**src/rtl/lutram_selftest_pkg.sv**
```systemverilog
// rtl/lutram_selftest_pkg.sv - shared types, pattern codes and pattern generator for the LUTRAM march tester
// Purpose: FSM state encoding, data-pattern mode codes and the pattern(addr) function.
// Ports: none (package).
package lutram_test_pkg;

  typedef enum logic [2:0] {
    ST_IDLE    = 3'd0,
    ST_CLEAR   = 3'd1,
    ST_VERIFY0 = 3'd2,
    ST_WRITE   = 3'd3,
    ST_READ    = 3'd4,
    ST_DONE    = 3'd5
  } state_e;

  localparam logic [1:0] PAT_ADDR0   = 2'd0;
  localparam logic [1:0] PAT_CHECKER = 2'd1;
  localparam logic [1:0] PAT_ADDR    = 2'd2;
  localparam logic [1:0] PAT_NADDR   = 2'd3;

  // Returns the expected word for an address, masked to dw bits.
  function automatic logic [31:0] pattern(input logic [1:0] mode,
                                          input logic [31:0] addr,
                                          input int unsigned dw);
    logic [31:0] p;
    logic [31:0] mask;
    case (mode)
      PAT_ADDR0:   p = {32{addr[0]}};
      // bit i = i[0] ^ addr[0]: even addresses set the odd bits
      PAT_CHECKER: p = addr[0] ? 32'h5555_5555 : 32'hAAAA_AAAA;
      PAT_ADDR:    p = addr;
      default:     p = ~addr;
    endcase
    mask = (dw >= 32) ? 32'hFFFF_FFFF : ((32'd1 << dw) - 32'd1);
    return p & mask;
  endfunction

endpackage

```
**src/rtl/lutram_selftest_if.sv**
```systemverilog
// rtl/lutram_selftest_if.sv - control/status bundle of the LUTRAM march tester
// Purpose: groups run control inputs and status outputs.
// Ports: start_i, mode_i, inject_i (master -> slave); q_o, busy_o, done_o,
//        pass_o, err_count_o, first_err_addr_o (slave -> master).
interface lutram_selftest_if #(
  parameter int A_WIDTH = 6,
  parameter int D_WIDTH = 1,
  parameter int ERR_W   = A_WIDTH + 2
);
  logic               start_i;
  logic [1:0]         mode_i;
  logic               inject_i;
  logic [D_WIDTH-1:0] q_o;
  logic               busy_o;
  logic               done_o;
  logic               pass_o;
  logic [ERR_W-1:0]   err_count_o;
  logic [A_WIDTH-1:0] first_err_addr_o;

  modport master (
    output start_i, mode_i, inject_i,
    input  q_o, busy_o, done_o, pass_o, err_count_o, first_err_addr_o
  );

  modport slave (
    input  start_i, mode_i, inject_i,
    output q_o, busy_o, done_o, pass_o, err_count_o, first_err_addr_o
  );
endinterface

```
**src/rtl/lutram_sp.sv**
```systemverilog
// rtl/lutram_sp.sv - single-port distributed RAM, synchronous write, asynchronous read
// Purpose: inferred LUTRAM under test.
// Ports: clk_i clock; we write enable; addr word address; d write data; q read data.
module lutram_sp #(
  parameter int A_WIDTH = 6,
  parameter int D_WIDTH = 1
) (
  input  logic               clk_i,
  input  logic               we,
  input  logic [A_WIDTH-1:0] addr,
  input  logic [D_WIDTH-1:0] d,
  output logic [D_WIDTH-1:0] q
);

  // Asynchronous read keeps this in LUT fabric; block RAM cannot read combinationally.
  (* ram_style = "distributed" *) logic [D_WIDTH-1:0] mem [2**A_WIDTH];

  always_ff @(posedge clk_i) begin
    if (we) mem[addr] <= d;
  end

  assign q = mem[addr];

endmodule

```
**src/rtl/lutram_selftest.sv**
```systemverilog
// rtl/lutram_selftest.sv - parametrised LUTRAM march tester with compare, error count and fault inject
// Purpose: walks CLEAR, VERIFY0, WRITE, READ over the RAM, one address per divider tick.
// Ports: clk_i clock; rst_i synchronous active-high reset; bus status/control bundle.
module lutram_selftest
  import lutram_test_pkg::*;
#(
  parameter int          A_WIDTH         = 6,
  parameter int          D_WIDTH         = 1,
  parameter logic [31:0] DIV_COUNTER_END = 32'h00FF_FFFF,
  parameter int          ERR_W           = A_WIDTH + 2
) (
  input  logic             clk_i,
  input  logic             rst_i,
  lutram_selftest_if.slave bus
);

  state_e             state_q, state_d;
  logic [A_WIDTH-1:0] addr_q, addr_d;
  logic [31:0]        div_q, div_d;
  logic [1:0]         mode_q, mode_d;
  logic               inject_q, inject_d;
  logic               busy_q, busy_d;
  logic               done_q, done_d;
  logic               pass_q, pass_d;
  logic [ERR_W-1:0]   err_q, err_d;
  logic [A_WIDTH-1:0] first_q, first_d;

  logic               tick;
  logic               last;
  logic               we;
  logic [31:0]        pat32;
  logic [D_WIDTH-1:0] pat;
  logic [D_WIDTH-1:0] wdata;
  logic [D_WIDTH-1:0] exp_data;
  logic [D_WIDTH-1:0] ram_q;

  lutram_sp #(.A_WIDTH(A_WIDTH), .D_WIDTH(D_WIDTH)) u_ram (
    .clk_i (clk_i),
    .we    (we),
    .addr  (addr_q),
    .d     (wdata),
    .q     (ram_q)
  );

  always_comb begin
    state_d  = state_q;
    addr_d   = addr_q;
    div_d    = div_q;
    mode_d   = mode_q;
    inject_d = inject_q;
    busy_d   = busy_q;
    done_d   = done_q;
    err_d    = err_q;
    first_d  = first_q;

    tick  = (div_q == DIV_COUNTER_END);
    last  = (addr_q == {A_WIDTH{1'b1}});
    pat32 = pattern(mode_q, 32'(addr_q), D_WIDTH);
    pat   = pat32[D_WIDTH-1:0];

    we    = tick && (state_q == ST_CLEAR || state_q == ST_WRITE);
    wdata = '0;
    if (state_q == ST_WRITE) begin
      // Injected fault: one flipped bit at address 0 gives exactly one READ miss.
      wdata = pat ^ ((inject_q && addr_q == '0) ? D_WIDTH'(1) : '0);
    end
    exp_data = (state_q == ST_READ) ? pat : '0;

    case (state_q)
      ST_IDLE, ST_DONE: begin
        if (bus.start_i) begin
          mode_d   = bus.mode_i;
          inject_d = bus.inject_i;
          addr_d   = '0;
          div_d    = '0;
          err_d    = '0;
          first_d  = '0;
          done_d   = 1'b0;
          busy_d   = 1'b1;
          state_d  = ST_CLEAR;
        end
      end
      ST_CLEAR, ST_VERIFY0, ST_WRITE, ST_READ: begin
        div_d = tick ? '0 : div_q + 32'd1;
        if (tick) begin
          addr_d = addr_q + 1'b1;  // wraps to 0 after the last address
          if ((state_q == ST_VERIFY0 || state_q == ST_READ) && ram_q != exp_data) begin
            if (err_q != {ERR_W{1'b1}}) err_d = err_q + 1'b1;
            // A saturating count never returns to zero, so zero means no miss yet.
            if (err_q == '0) first_d = addr_q;
          end
          if (last) begin
            case (state_q)
              ST_CLEAR:   state_d = ST_VERIFY0;
              ST_VERIFY0: state_d = ST_WRITE;
              ST_WRITE:   state_d = ST_READ;
              default: begin
                state_d = ST_DONE;
                busy_d  = 1'b0;
                done_d  = 1'b1;
              end
            endcase
          end
        end
      end
      default: begin
        state_d = ST_IDLE;
        busy_d  = 1'b0;
      end
    endcase

    // Uses next-state values so pass rises on the same edge as done.
    pass_d = done_d && (err_d == '0);
  end

  always_ff @(posedge clk_i) begin
    if (rst_i) begin
      state_q  <= ST_IDLE;
      addr_q   <= '0;
      div_q    <= '0;
      mode_q   <= '0;
      inject_q <= 1'b0;
      busy_q   <= 1'b0;
      done_q   <= 1'b0;
      pass_q   <= 1'b0;
      err_q    <= '0;
      first_q  <= '0;
    end else begin
      state_q  <= state_d;
      addr_q   <= addr_d;
      div_q    <= div_d;
      mode_q   <= mode_d;
      inject_q <= inject_d;
      busy_q   <= busy_d;
      done_q   <= done_d;
      pass_q   <= pass_d;
      err_q    <= err_d;
      first_q  <= first_d;
    end
  end

  assign bus.q_o              = ram_q;
  assign bus.busy_o           = busy_q;
  assign bus.done_o           = done_q;
  assign bus.pass_o           = pass_q;
  assign bus.err_count_o      = err_q;
  assign bus.first_err_addr_o = first_q;

endmodule
```
**src/flat_wrapper.sv**
```systemverilog
// flat-port wrapper written by rule: the top's interface ports become plain ports
module lutram_selftest_flat import lutram_test_pkg::*;
#(
  parameter int          A_WIDTH         = 6,
  parameter int          D_WIDTH         = 1,
  parameter logic [31:0] DIV_COUNTER_END = 32'h00FF_FFFF,
  parameter int          ERR_W           = A_WIDTH + 2
)
  (clk_i, rst_i, bus_start_i, bus_mode_i, bus_inject_i, bus_q_o, bus_busy_o, bus_done_o, bus_pass_o, bus_err_count_o, bus_first_err_addr_o);
  lutram_selftest_if #(.A_WIDTH(A_WIDTH), .D_WIDTH(D_WIDTH), .ERR_W(ERR_W)) bus_i ();
  input  logic clk_i;
  input  logic rst_i;
  input wire logic [$bits(bus_i.start_i)-1:0] bus_start_i;
  input wire logic [$bits(bus_i.mode_i)-1:0] bus_mode_i;
  input wire logic [$bits(bus_i.inject_i)-1:0] bus_inject_i;
  output wire logic [$bits(bus_i.q_o)-1:0] bus_q_o;
  output wire logic [$bits(bus_i.busy_o)-1:0] bus_busy_o;
  output wire logic [$bits(bus_i.done_o)-1:0] bus_done_o;
  output wire logic [$bits(bus_i.pass_o)-1:0] bus_pass_o;
  output wire logic [$bits(bus_i.err_count_o)-1:0] bus_err_count_o;
  output wire logic [$bits(bus_i.first_err_addr_o)-1:0] bus_first_err_addr_o;
  assign bus_i.start_i = bus_start_i;
  assign bus_i.mode_i = bus_mode_i;
  assign bus_i.inject_i = bus_inject_i;
  assign bus_q_o = bus_i.q_o;
  assign bus_busy_o = bus_i.busy_o;
  assign bus_done_o = bus_i.done_o;
  assign bus_pass_o = bus_i.pass_o;
  assign bus_err_count_o = bus_i.err_count_o;
  assign bus_first_err_addr_o = bus_i.first_err_addr_o;
  lutram_selftest #(.A_WIDTH(A_WIDTH), .D_WIDTH(D_WIDTH), .DIV_COUNTER_END(DIV_COUNTER_END), .ERR_W(ERR_W)) u_core (.clk_i(clk_i), .rst_i(rst_i), .bus(bus_i));
endmodule
```
**config.mk**
```make
export PLATFORM = sky130hd
export DESIGN_NAME = lutram_selftest_flat
export DESIGN_NICKNAME = d
export VERILOG_FILES = /design/src/rtl/lutram_selftest_pkg.sv /design/src/rtl/lutram_selftest_if.sv /design/src/rtl/lutram_sp.sv /design/src/rtl/lutram_selftest.sv /design/src/flat_wrapper.sv
export SDC_FILE = /design/constraint.sdc
export NUM_CORES = 1
export LEC_CHECK = 0
export ABC_AREA = 1
export CAP_MARGIN = 20
export CORE_MARGIN = 10
export CORE_UTILIZATION = 61
export CTS_CLUSTER_SIZE = 24
export DETAILED_ROUTE_END_ITERATION = 16
export PLACE_DENSITY_LB_ADDON = 0.15
export SLEW_MARGIN = 30
export SYNTH_ARGS = -nofsm -noshare
export SYNTH_HDL_FRONTEND = slang
export SYNTH_HIERARCHICAL = 1
export SYNTH_SLANG_ARGS = --single-unit
```
**constraint.sdc**
```tcl
create_clock -name clk_i -period 5.76 [get_ports clk_i]
set_input_delay 0.576 -clock clk_i [delete_from_list [all_inputs] [get_ports clk_i]]
set_output_delay 0.576 -clock clk_i [all_outputs]
set_load 0.005 [all_outputs]
```
==> flow_metrics.tcl <==
set metrics [dict create \
    start_kind "flop" \
    cts-resized-gates 0 \
    rows 38 \
    setup_viol 0 \
    fin_cells 1043 \
    ff2ff_path_depth 17 \
    synth-main-ff-cell "edfxtp_1" \
    drv_cap 0 \
    cts.sinks 125 \
    synth-edff-count 64 \
    ant_nets 0 \
    grt_pass1_vias 5559 \
    viasPerCell 5.49 \
    postCtsHoldBufs 0 \
    finalHoldViolCount 0 \
    status "complete, no violations" \
    syn_inst 865 \
    cts_max_path_buffers 2 \
    cp-end-kind "output port" \
    p_comb_share_pct 21.0 \
    critPathArrivalTime_ps 3040 \
    die_w_um 125 \
    antenna_found_initial 0 \
    worstPathMaxFanout 36 \
    yosysUniqueCellTypes 42 \
    dp_cells 1011 \
    cts_buffers 17 \
    tns_ps 0 \
    fill_cells 869 \
    power.share.clock_pct 38.7 \
    p_int_w 0.00167 \
    drc_errors 0 \
    yosysWarnings 6 \
    async_flop_share_pct 0 \
    finalCriticalPeriod_ps 3610 \
    finClkSkew_ps 10.9 \
    clk_pin_slew_ps 60 \
    core_mm2 0.0108 \
    critical_path_class "flop to output port" \
    num_vias 5721 \
    p_switching_w 0.000825 \
    timing.final.crit_share_pct 62.7 \
    syn_area_mm2 0.00671 \
    fin_hold_ws_ps 480 \
    gr-usage-all-layers_pct 19.8 \
    layout-area-overhead-vs-synth_pct 12.3 \
    drtIter0Drc 479 \
    hold_path.class "flop to flop" \
    chipHeight_um 125 \
    wl_um 15600 \
    dr.pass1.iters 5 \
    worstMarginPinSlew_ps 889 \
    whs_path_depth 2 \
    grt_overflow_total 0 \
    avgSynthCellArea_um2 7.76 \
    drt-wirelength-per-cell_um 14.9 \
    htreeDepth 4 \
    port-buffer-count 23 \
    maxSlewViolCount 0 \
    postCtsSetupBuffers 0 \
    seqPwrFrac_pct 40.3 \
    ir_drop_mv 0.176 \
    layout.nets 901 \
    drive_gt1_share_pct 12.6 \
    place.gp.congestion 0.879 \
    relSlewSlack_pct 40.6 \
    synth_seq_cells 125 \
    cts_tree "done" \
    swShare_pct 33.1 \
    start_util_pct 62.2 \
    grt_max_degree 65 \
    yosysSeqAreaShare_pct 46.8 \
    dp_hpwl_um 10600 \
    io_pins 24 \
    cp.required_ps 5180 \
    syn-num-nets 876 \
    diodes 0 \
    rsz0062_at_grt "no" \
    die-area_mm2 0.0156 \
    fmax_mhz 277 \
    cts_root_buf "clkbuf_8" \
    p_per_area_mw_per_mm2 330 \
    grt_pass1_wl_um 25900 \
    leakage_nw 2.95 \
    clock_latency_ps 530 \
]
[kinds of logic after synthesis]
family	after synthesis	synth area share [%]
AND/OR/NAND/NOR	532	37.0
AO/OA/AOI/OAI	76	6.14
buffers and inverters	116	7.61
flip-flops	125	46.8
XOR/XNOR	11	1.44
adder cells (fa/ha/maj)	5	0.932
[sequential cells by signal, summed over array words and instances, names as in the netlist, 2 cells and up]
register,flops
u_core/addr_q,6
u_core/mode_q,2
u_core/div_q,32
u_core/u_ram/mem,64
u_core/bus.err_count_o,8
u_core/bus.first_err_addr_o,6
u_core/state_q,3
[per-stage QoR]
step	instance area, um2	setup slack, ps	total power [W]	util (%)
after floorplan	6710	1650	0.00145	-
after global placement	6990	2790	0.00152	64.8
after detailed placement	6990	2710	0.00154	64.8
after CTS	7530	2130	0.00250	69.8
after global routing	7540	1940	0.00261	69.8
final	7540	2150	0.00249	69.8
[worst paths after layout]
kind	startpoint	endpoint	slack (ps)
min reg2reg	u_core/bus.busy_o	u_core/bus.busy_o	480
min	u_core/bus.busy_o	u_core/bus.busy_o	480
max	u_core/addr_q[0]	bus_q_o	2150
max reg2reg	u_core/addr_q[0]	u_core/bus.pass_o	2690
[cell usage in the layout (no fill, tap or decap), types with 3 or more instances in the layout]
master           Yosys  final
a21oi_1             37     37
clkbuf_16            0     16
clkdlybuf4s50_1      0     23
clkinv_2             0      4
clkinv_4             1      4
clkinvlp_4           0      3
dfxtp_1             61     61
edfxtp_1            64     64
ha_1                 5      5
inv_1               76     76
inv_2               20     20
nand2_1            242    242
nand2_2              6      6
nand2_4              6      6
nand3_1             61     61
nand3_2              6      6
nand4_1             12     12
nor2_1             129    129
nor2_2              13     13
nor2_4               8      8
nor3_1              21     19
nor3_2               8     10
o211ai_1             6      6
o21ai_0             18     18
o21ai_1              9      9
or2_1                5      5
or2_2                4      4
xnor2_1              6      6
xor2_1               5      5
[worst max-delay path, stage by stage, from the launching register on]
cell and delay (ps):
dfxtp_1 730, buf_4 440, nand2_1 110, o211ai_1 120, nand2_1 80, o21ai_1 200
nand2_1 70, nor2_1 100, nand2_1 150, clkdlybuf4s50_1 490
[cell usage after synthesis, types with 2 or more instances]
cell,number,area [um2]
nor3b_2,2,25.0
nor2_1,129,484
buf_6,7,78.8
a31oi_1,2,12.5
nor4_1,2,12.5
edfxtp_1,64,1920
dfxtp_1,61,1220
nor2_4,8,90.1
nor3_2,8,80.1
buf_2,5,25.0
nor2_2,13,81.3
nand4_1,12,75.1
nand2_1,242,908
nand3_1,61,305
a21oi_1,37,185
o21ai_1,9,45.0
nand2_2,6,37.5
xnor2_1,6,52.6
nand2_4,6,67.6
o21ai_0,18,90.1
buf_4,3,22.5
or2_2,4,25.0
o211ai_1,6,45.0
nor2_8,2,40.0
inv_2,20,75.1
or2_1,5,31.3
nor3_1,21,105
ha_1,5,62.6
clkbuf_1,4,15.0
xor2_1,5,43.8
nand3_2,6,60.1
inv_1,76,285
[layer usage]
metal / global-route usage [%] / part of all wire, % / up-vias
met2: 35.3 / 51 / 182
met4: 7.52 / 1.5 / 0
met3: 4.81 / 5.4 / 24
met1: 22.4 / 42 / 2663
li1: - / - / 2852
met5: 0 / 0 / -
[final cells by class]
class / count / area, um2 / area share (%)
clock buffer: 17 / 414 / 5.50
inverter: 97 / 369 / 4.90
timing repair buffer: 25 / 245 / 3.25
clock inverter: 15 / 124 / 1.64
multi-input combinational: 624 / 3070 / 40.7
sequential: 125 / 3140 / 41.7
tap: 140 / 175 / 2.32
[power by group through the flow]
stage,sequential (W),combinational [W],clock (W)
6_report,0.00100,0.000522,0.000964
5_1_grt,0.00101,0.000578,0.00103
4_1_cts,0.00100,0.000520,0.000981
3_5_place_dp,0.00102,0.000515,0
3_3_place_gp,0.00102,0.000503,0
2_1_floorplan,0.000998,0.000455,0
(Power assumes the default switching activity.)
